## config.mk

```make
export PLATFORM = sky130hd
export DESIGN_NAME = bcd_stopwatch_ctrl
export DESIGN_NICKNAME = d
export VERILOG_FILES = /design/src/rtl/bcd_stopwatch_ctrl.sv
export SDC_FILE = /design/constraint.sdc
export NUM_CORES = 1
export LEC_CHECK = 0
export CAP_MARGIN = 20
export CORE_UTILIZATION = 54
export DETAILED_ROUTE_END_ITERATION = 7
export PLACE_DENSITY = 0.79
export SETUP_SLACK_MARGIN = 0.05
export SLEW_MARGIN = 20
export SYNTH_ARGS = -nofsm -noshare
export SYNTH_HDL_FRONTEND = slang
export SYNTH_SLANG_ARGS = --single-unit
export TNS_END_PERCENT = 5
```

## constraint.sdc

```tcl
create_clock -name clk -period 2.22 [get_ports clk]
set_input_delay 0.333 -clock clk [delete_from_list [all_inputs] [get_ports clk]]
set_output_delay 0.333 -clock clk [all_outputs]
set_load 0.005 [all_outputs]
```

## src/rtl/bcd_stopwatch_ctrl.sv

```systemverilog
// Stopwatch run-state FSM, tick prescaler and cascaded BCD digit counters.
// Optional lap capture registers are enabled by defining STOPWATCH_LAP_EN.
module bcd_stopwatch_ctrl #(
  parameter int DIGITS   = 4,
  parameter int TICK_DIV = 100000,
  parameter int DIV_W    = 17
) (
  input  logic                  clk,
  input  logic                  rst,
  input  logic                  start,
  input  logic                  stop,
  input  logic                  clear,
  output logic [4*DIGITS-1:0]   bcd_out,
  output logic                  running,
  output logic                  paused,
  output logic                  tick,
  output logic                  overflow
`ifdef STOPWATCH_LAP_EN
  ,
  input  logic                  lap,
  output logic [4*DIGITS-1:0]   lap_bcd,
  output logic                  lap_valid
`endif
);

  typedef enum logic [1:0] {IDLE, RUN, PAUSE} state_t;

  localparam logic [DIV_W-1:0] PRESC_MAX = DIV_W'(TICK_DIV - 1);

  state_t                state_reg, state_next;
  logic [DIV_W-1:0]      presc_reg, presc_next;
  logic [4*DIGITS-1:0]   bcd_reg;
  logic                  overflow_reg;
  logic [DIGITS:0]       carry;

  always_ff @(posedge clk) begin
    if (rst) begin
      state_reg <= IDLE;
      presc_reg <= '0;
    end else begin
      state_reg <= state_next;
      presc_reg <= presc_next;
    end
  end

  // clear outranks stop, which outranks start
  always_comb begin
    state_next = state_reg;
    presc_next = presc_reg;
    if (clear) begin
      state_next = IDLE;
      presc_next = '0;
    end else begin
      case (state_reg)
        IDLE:    if (start) state_next = RUN;
        RUN:     if (stop)  state_next = PAUSE;
        PAUSE:   if (start && !stop) state_next = RUN;
        default: state_next = IDLE;
      endcase
      if (state_reg == RUN)
        presc_next = (presc_reg == PRESC_MAX) ? '0 : presc_reg + 1'b1;
    end
  end

  assign tick     = (state_reg == RUN) && (presc_reg == PRESC_MAX);
  assign running  = (state_reg == RUN);
  assign paused   = (state_reg == PAUSE);
  assign carry[0] = tick;

  // Digit gi advances when every lower digit is 9 on a tick edge
  generate
    for (genvar gi = 0; gi < DIGITS; gi++) begin : g_digit
      logic [3:0] digit_cur;
      assign digit_cur    = bcd_reg[4*gi +: 4];
      assign carry[gi+1]  = carry[gi] && (digit_cur == 4'd9);

      always_ff @(posedge clk) begin
        if (rst || clear)
          bcd_reg[4*gi +: 4] <= 4'd0;
        else if (carry[gi])
          bcd_reg[4*gi +: 4] <= (digit_cur == 4'd9) ? 4'd0 : digit_cur + 4'd1;
      end
    end
  endgenerate

  always_ff @(posedge clk) begin
    if (rst || clear)
      overflow_reg <= 1'b0;
    else if (carry[DIGITS])
      overflow_reg <= 1'b1;
  end

  assign bcd_out  = bcd_reg;
  assign overflow = overflow_reg;

`ifdef STOPWATCH_LAP_EN
  logic [4*DIGITS-1:0] lap_bcd_reg;
  logic                lap_valid_reg;

  // Captures the pre-increment count when a tick lands on the same edge
  always_ff @(posedge clk) begin
    if (rst || clear) begin
      lap_bcd_reg   <= '0;
      lap_valid_reg <= 1'b0;
    end else if (lap && (state_reg != IDLE)) begin
      lap_bcd_reg   <= bcd_reg;
      lap_valid_reg <= 1'b1;
    end
  end

  assign lap_bcd   = lap_bcd_reg;
  assign lap_valid = lap_valid_reg;
`endif

endmodule

```

Word level (Yosys, flattened, before mapping)

Cells that the tools add are included.

Bits in latches: 0
Bits in read-only memories: 0
Word-level logic and storage cells: 42
Register bits after elaboration: 36
Memories: 0
Output and inout port bits: 20
RAM bits: 0
Bits of input ports: 5

Add/subtract/negate cells: 5
Divide/modulo/power cells: 0
Multiply operators: 0
Eq/ne operators: 10
Magnitude comparators: 0
Bitwise logic cells: 0
Reductions and logical operators: 11
Mux-type cells: 9
Shift-type cells: 0

Operators by type and width:

| operator              | number |
|---|---|
| $add 17x1->17 const B | 1 |
| $eq 17x17->1 const B  | 1 |
| $mux 17               | 1 |
| $add 4x1->4 const B   | 4 |
| $eq 4x4->1 const B    | 4 |
| $mux 4                | 4 |
| $logic_and 1x1->1     | 6 |
| $mux 2                | 3 |
| $pmux 2 s3            | 1 |
| $ne 2x2->1 const B    | 2 |
| $reduce_and 3->1      | 1 |
| $eq 2x1->1 const B    | 1 |
| $eq 2x2->1 const B    | 1 |
| $logic_not 2->1       | 1 |
| $ne 2x1->1 const B    | 1 |
| $reduce_or 2->1       | 1 |
| $logic_not 1->1       | 1 |
| $logic_or 1x1->1      | 1 |

Longest topological paths before layout

Gate-level depths: netlist of run 1.

Depth in word-level cells: 6
Depth in mapped cells: 7
Depth with buffers taken out: 6

Worst setup path after synthesis of run 1

No wires, ideal clock.

Kind: register to register
Start point: register presc_reg[0]
End point: register bcd_reg[14], in the netlist g_digit[3].digit_cur[2]
Buffers on the path: 1
Arrival time: 1.840 ns
Cell stages (with the launch flop): 8
Slack: 0.264 ns
Library setup time: 0.116 ns
Cells stage by stage: dfxtp_1 > ha_1 > nand3b_1 > or3b_4 > buf_6 > nor4_4 > a211oi_1 > a31o_1

Longest elaborated chain between the ends: 5

RTL lines:

| what                           | RTL line | source |
|---|---|---|
| start, declared                | 31       | `logic [DIV_W-1:0] presc_reg, presc_next;` |
| start signal, assigned         | 42       | `presc_reg <= presc_next;` |
| $eq 17x17->1                   | 65       | `assign tick = (state_reg == RUN) && (presc_reg == PRESC_MAX);` |
| $logic_and 1x1->1              | 65       |  |
| $logic_and 1x1->1 (3 in a row) | 75       | `assign carry[gi+1] = carry[gi] && (digit_cur == 4'd9);` |
| end signal, assigned by index  | 81       | `bcd_reg[4*gi +: 4] <= (digit_cur == 4'd9) ? 4'd0 : digit_cur + 4'd1;` |
| end, declared                  | 32       | `logic [4*DIGITS-1:0] bcd_reg;` |

Every way passes these cells.
A chain may end at the register's enable or synchronous reset.

Final worst setup path of run 1

Start point: register presc_reg[0]
End point: register bcd_reg[10], in the netlist g_digit[2].digit_cur[2]

Longest elaborated chain between the ends: 4

RTL lines:

| what                           | RTL line |
|---|---|
| $eq 17x17->1                   | 65 |
| $logic_and 1x1->1              | 65 |
| $logic_and 1x1->1 (2 in a row) | 75 |

Every way passes these cells.

==> results of run 1 <==
==> per-stage QoR <==
stage	hold slack, ps	power, mW
after detailed placement	467.2	0.6996
after global routing	527.4	1.410
after CTS	497.0	1.380
after floorplan	460.4	0.6835
after global placement	454.1	0.6981
final	489.2	1.368
==> cell type report <==
type / count / area, sq um / share of cell area, %
well taps: 44 / 55.05 / 2.434
flip-flops and latches: 36 / 724.4 / 32.02
clock buffers: 5 / 37.54 / 1.659
inverters: 8 / 30.03 / 1.327
clock inverters: 3 / 90.09 / 3.982
repair buffers: 34 / 314.1 / 13.88
multi-input cells: 155 / 1011 / 44.69
==> what timing repair did <==
action	in CTS	in global routing
endpoints found under the setup margin	1	6
setup buffers	0	3
hold buffers	0	0
pin swaps	2	2
resized for setup	3	4
==> per-layer routing <==
| metal | vias up | global-route usage, % | wire length [microns] |
|---|---|---|---|
| li1 | 799 | - | - |
| met1 | 748 | 31.66 | 1814 |
| met2 | 23 | 41.57 | 1892 |
| met3 | 5 | 5.895 | 118 |
| met4 | 0 | 6.977 | 47 |
| met5 | - | 0 | 0 |
==> report_power, final <==
part           switching [mW]  internal (mW)
logic                  0.0204         0.0158
registers             0.00163          0.647
clock network           0.219          0.464
==> Yosys cell counts (2+ instances only) <==
library cell | count | area share (%)
nand4_1 | 7 | 2.4
nand4b_1 | 2 | 0.98
xnor2_1 | 11 | 5.4
nor2_1 | 33 | 6.9
nand2b_1 | 3 | 1.0
nand3_1 | 5 | 1.4
nor2b_1 | 7 | 2.4
nor3_2 | 2 | 1.1
mux2i_1 | 5 | 2.8
a211oi_1 | 2 | 0.84
dfxtp_1 | 36 | 40
inv_1 | 8 | 1.7
nand3b_1 | 2 | 0.84
a31o_2 | 3 | 1.5
xor2_1 | 5 | 2.4
o211ai_1 | 2 | 0.84
a31oi_1 | 3 | 1.0
or3_1 | 4 | 1.4
clkbuf_1 | 4 | 0.84
nor4_4 | 2 | 2.4
nand2_1 | 13 | 2.7
nor3_1 | 6 | 1.7
buf_2 | 3 | 0.84
o31ai_1 | 3 | 1.3
o21ai_0 | 5 | 1.4
nor3b_1 | 2 | 0.84
a21oi_1 | 12 | 3.4
==> critical path, stage by stage (launching register included) <==
cell and delay (ps):
dfxtp_2 370, ha_2 210, nand3b_1 120, or3b_4 480, nor4_4 450, a211oi_1 130
a31o_2 220
==> kinds of logic (layout without fill, tap and decap cells) <==
kind of cell | Yosys count | after routing | synth area share (%)
AOI/OAI and AO/OA | 35 | 35 | 12.71
xor gates and xnor gates | 16 | 16 | 7.821
muxes | 5 | 5 | 2.793
and+or+nand+nor | 98 | 98 | 31.56
adders and majority gates | 1 | 1 | 0.6982
buffers and inverters | 17 | 50 | 4.189
DFF | 36 | 36 | 40.22
==> final timing paths <==
kind / from / to / slack, ps / cells after the start
worst max-delay path: presc_reg[0] / g_digit[2].digit_cur[2] / 150 / 6
worst min register to register: overflow / overflow / 490 / 2
worst max register to register: presc_reg[0] / g_digit[2].digit_cur[2] / 150 / 6
worst min-delay path: overflow / overflow / 490 / 2
==> impl_metrics.csv, run 1 <==
group,metric,value,unit
run_status,status,"finished, final reports clean",
clock_tree,cts.sinks,36,
timing,maxSlewViolCount,0,
worst_setup_path,worstSetupPathType,"reg -> reg",
floorplanning,design.core.area,3103,sq um
global_routing,grt_antenna_before_repair,0,
synth,synth_edf_count,0,
timing,finalSetupViolCount,0,
timing,tightest_slew,480.6,ps
cells_and_area,post-route-util,72.90,%
cells_and_area,layout.nets,246,
clock_tree,htree_levels,2,
global_routing,grt_overflow_total,0,
floorplanning,initial_core_util,57.74,%
floorplanning,die_w,59.60,microns
synth,synth_fp_nets,214,
global_routing,grt_pass1_wl,6520,microns
floorplanning,rows,20,
detailed_routing,wl_per_cell,13.59,microns
global_routing,grt_max_degree,21,
clock_tree,cts_tree,"done",
floorplanning,io_pins,25,
synth,netlist_area,1792,sq um
timing,hold_viol_final,0,
timing,setup_slack,147.7,ps
timing,grt_setup_unrepaired,"no",
place,placed_area,2095,sq um
place,dp_cells,274,
timing,period_minus_slack,2072,ps
global_routing,grt_usage,24.76,%
run,cap_viol_max_count,0,
cells_and_area,area_growth,26.26,%
timing,fin_skew,17.64,ps
synth,ys_warn_count,0,
synth,async_flop_share,0,%
detailed_routing,vias,1575,
place,pre_cts_ws,117.8,ps
synth,yosysUniqueCellTypes,45,
timing,fmax,482.6,MHz
synth,netlist_instances,208,
place,hpwlAfterDp,2691,microns
worst_setup_path,start_kind,"register",
cells_and_area,final_cell_area,2262,sq um
detailed_routing,drtPass1Iterations,4,
synth,ys_seq_area_share,40.22,%
clock_tree,insertion_delay,350,ps
cells_and_area,largest_reg_flops,17,
cells_and_area,final_cell_mix,"33 x nor2_1, 33 x dfxtp_1, 23 x clkdlybuf4s50_1",
timing,relSlewSlack,67.84,%
detailed_routing,drc,0,
worst_setup_path,cp_data_required_time,2460,ps
pwr,p_per_area,604.9,nW/um^2
detailed_routing,vias_per_cell,5.526,
timing,fin_tns_setup,0,ps
timing,fin_crit_sh,93.35,%
synth,synth_ff_type,"dfxtp_1",
clock_tree,clock_path_buffers,2,
clock_tree,clk_pin_slew,110,ps
place,routabilityCongestion,0.7526,
pwr,p_leak,0.7417,nW
cells_and_area,n_antenna_cell,0,
detailed_routing,drt_iter0_drc,74,
floorplanning,die-area,3552,sq um
hold_path,hold_class,"reg -> reg",
detailed_routing,antenna_left,0,
place,portBuffers,24,
cells_and_area,stdcell_count,285,
worst_setup_path,arrival,2320,ps
pwr,vdd_drop_max,0.5375,mV
clock_tree,root_buffer,"clkbuf_4",
synth,ys_ff_latch,36,
worst_setup_path,endpoint_kind,"register",
detailed_routing,routed_wl,3873,microns
cells_and_area,drive_gt1_share,14.94,%
clock_tree,numCtsBuffers,5,
global_routing,grt_pass1_vias,1426,
cells_and_area,fill_cells,261,
synth,syn_avg_cell_area,8.614,sq um
floorplanning,die_height,59.60,microns
worst_setup_path,crit_fanout,6,
(Power assumes the default switching activity.)
==> inputs of run 2 (changes only) <==
--- a/config.mk
+++ b/config.mk
@@ -9,7 +9,6 @@
 export CORE_UTILIZATION = 54
 export DETAILED_ROUTE_END_ITERATION = 7
 export PLACE_DENSITY = 0.79
-export SETUP_SLACK_MARGIN = 0.05
 export SLEW_MARGIN = 20
 export SYNTH_ARGS = -nofsm -noshare
 export SYNTH_HDL_FRONTEND = slang
==> impl_metrics.csv, run 2 (synthesized netlist as in run 1, its figures left out) <==
group,metric,value,unit
global_routing,grt_overflow_total,0,
pwr,clkPwrFrac,49.9,%
detailed_routing,wl_per_cell,13.59,microns
clock_tree,cts_tree,"done",
worst_setup_path,cp_data_required_time,2460,ps
clock_tree,numCtsBuffers,5,
worst_setup_path,arrival,2370,ps
timing,setup_slack,91.22,ps
detailed_routing,drt_iter0_drc,74,
place,pre_cts_ws,117.8,ps
pwr,internal-power,1.127,mW
worst_setup_path,r2r-start,"presc_reg[1]",
worst_setup_path,slowest_delay,480,ps
cells_and_area,n_antenna_cell,0,
clock_tree,cts.sinks,36,
worst_setup_path,worstSetupPathType,"reg -> reg",
cells_and_area,fill_cells,261,
worst_setup_path,crit_fanout,6,
timing,period_minus_slack,2129,ps
floorplanning,die_height,59.60,microns
global_routing,grt_pass1_wl,6520,microns
hold_path,hold_class,"reg -> reg",
place,portBuffers,24,
worst_setup_path,crit_end,"g_digit[2].digit_cur[2]",
cells_and_area,stdcell_count,285,
timing,finalSetupViolCount,0,
pwr,swShare,17.63,%
detailed_routing,drc,0,
worst_setup_path,startpoint,"presc_reg[1]",
clock_tree,root_buffer,"clkbuf_4",
worst_setup_path,endpoint_kind,"register",
clock_tree,htree_levels,2,
detailed_routing,drtPass1Iterations,4,
place,dp_cells,274,
floorplanning,io_pins,25,
cells_and_area,multi_input_area,1011,sq um
pwr,p_seq_share,47.4,%
worst_setup_path,crit_chain,"ha_2 > nand3b_1 > or3b_4 > nor4_4 > a211oi_1 > a31o_2",
run,cap_viol_max_count,0,
place,hpwlAfterDp,2691,microns
timing,relSlewSlack,67.84,%
global_routing,grt_usage,24.76,%
worst_setup_path,slowest_stage,"or3b_4",
clock_tree,clock_path_buffers,2,
place,placed_area,2095,sq um
global_routing,grt_max_degree,21,
cells_and_area,area_growth,26.19,%
pwr,p_leak,0.7411,nW
detailed_routing,antenna_left,0,
cells_and_area,final_cell_area,2261,sq um
floorplanning,die-area,3552,sq um
timing,grt_setup_unrepaired,"no",
global_routing,grt_pass1_vias,1426,
timing,fin_crit_sh,95.89,%
timing,maxSlewViolCount,0,
timing,fmax,469.8,MHz
timing,hold_viol_final,0,
pwr,power_frac_comb,2.6,%
worst_setup_path,r2r_end,"g_digit[2].digit_cur[2]",
cells_and_area,final_common_cell,"dfxtp_1",
clock_tree,cts_hold_buffers,0,
detailed_routing,vias_per_cell,5.526,
floorplanning,rows,20,
detailed_routing,routed_wl,3873,microns
cells_and_area,largest_reg_flops,17,
timing,fin_skew,17.64,ps
cells_and_area,drive_gt1_share,14.52,%
cells_and_area,regArea,723.2,sq um
global_routing,grt_antenna_before_repair,0,
clock_tree,insertion_delay,350,ps
floorplanning,die_w,59.60,microns
cells_and_area,layout.nets,246,
pwr,netSwitchingPower,0.2413,mW
clock_tree,clk_pin_slew,110,ps
detailed_routing,vias,1575,
floorplanning,initial_core_util,57.74,%
place,routabilityCongestion,0.7526,
worst_setup_path,start_kind,"register",
worst_setup_path,r2r_cells,6,
pwr,vdd_drop_max,0.5375,mV
timing,tightest_slew,480.6,ps
floorplanning,design.core.area,3103,sq um
worst_setup_path,r2r_slack,90,ps
timing,fin_tns_setup,0,ps
timing,holdWs,489.2,ps
run_status,status,"finished, final reports clean",
cells_and_area,final_cell_mix,"34 x dfxtp_1, 33 x nor2_1, 23 x clkdlybuf4s50_1",
pwr,p_per_area,605.2,nW/um^2
## run 2: final cells by class
cell class,instances,area share (%)
clock buffers,5,1.660
clock inverters,3,3.985
inverters,8,1.328
multi-input cells,155,44.71
flip-flops and latches,36,31.99
well taps,44,2.435
repair buffers,34,13.89
## run 2: per-stage QoR
step           total power [mW]  utilization, %
2_1_floorplan            0.6835               -
3_3_place_gp             0.6981           67.50
3_5_place_dp             0.6996           67.50
4_1_cts                   1.380           71.81
5_1_grt                   1.410           72.86
6_report                  1.368           72.86
## run 2: worst max-delay path, delay by kind of cell, from the launching register on
family,cells,cell delay (ps)
compound gates,2,350
flops,1,410
fa+ha+maj,1,230
simple gates,3,1050
## run 2: worst min-delay path by stage
stage | start | to | slack (ps) | depth (start not counted)
2_1_floorplan | overflow | overflow | 460 | 2
3_3_place_gp | overflow | overflow | 450 | 2
3_5_place_dp | overflow | overflow | 470 | 2
4_1_cts | overflow | overflow | 500 | 2
5_1_grt | presc_reg[11] | presc_reg[11] | 530 | 2
6_report | overflow | overflow | 490 | 2
## run 2: power groups by stage
stage          clock network [mW]  logic [mW]  registers (mW)
2_1_floorplan                   0      0.0205           0.663
3_3_place_gp                    0      0.0347           0.663
3_5_place_dp                    0      0.0362           0.663
4_1_cts                     0.695      0.0362           0.649
5_1_grt                     0.720      0.0402           0.649
6_report                    0.683      0.0363           0.649
## run 2: repair_timing
action                     in CTS  in global routing
pin swaps                       2                  2
setup buffers                   0                  3
setup endpoints to repair       1                  5
resized for setup               3                  3
## run 2: per-layer routing
metal	global-route usage (%)	routed length (microns)	part of all wire [%]	up-vias
met5	0	0	0	-
met4	6.977	47	1.2	0
met3	5.895	118	3.0	5
met2	41.57	1892	49	23
met1	31.66	1814	47	748
li1	-	-	-	799
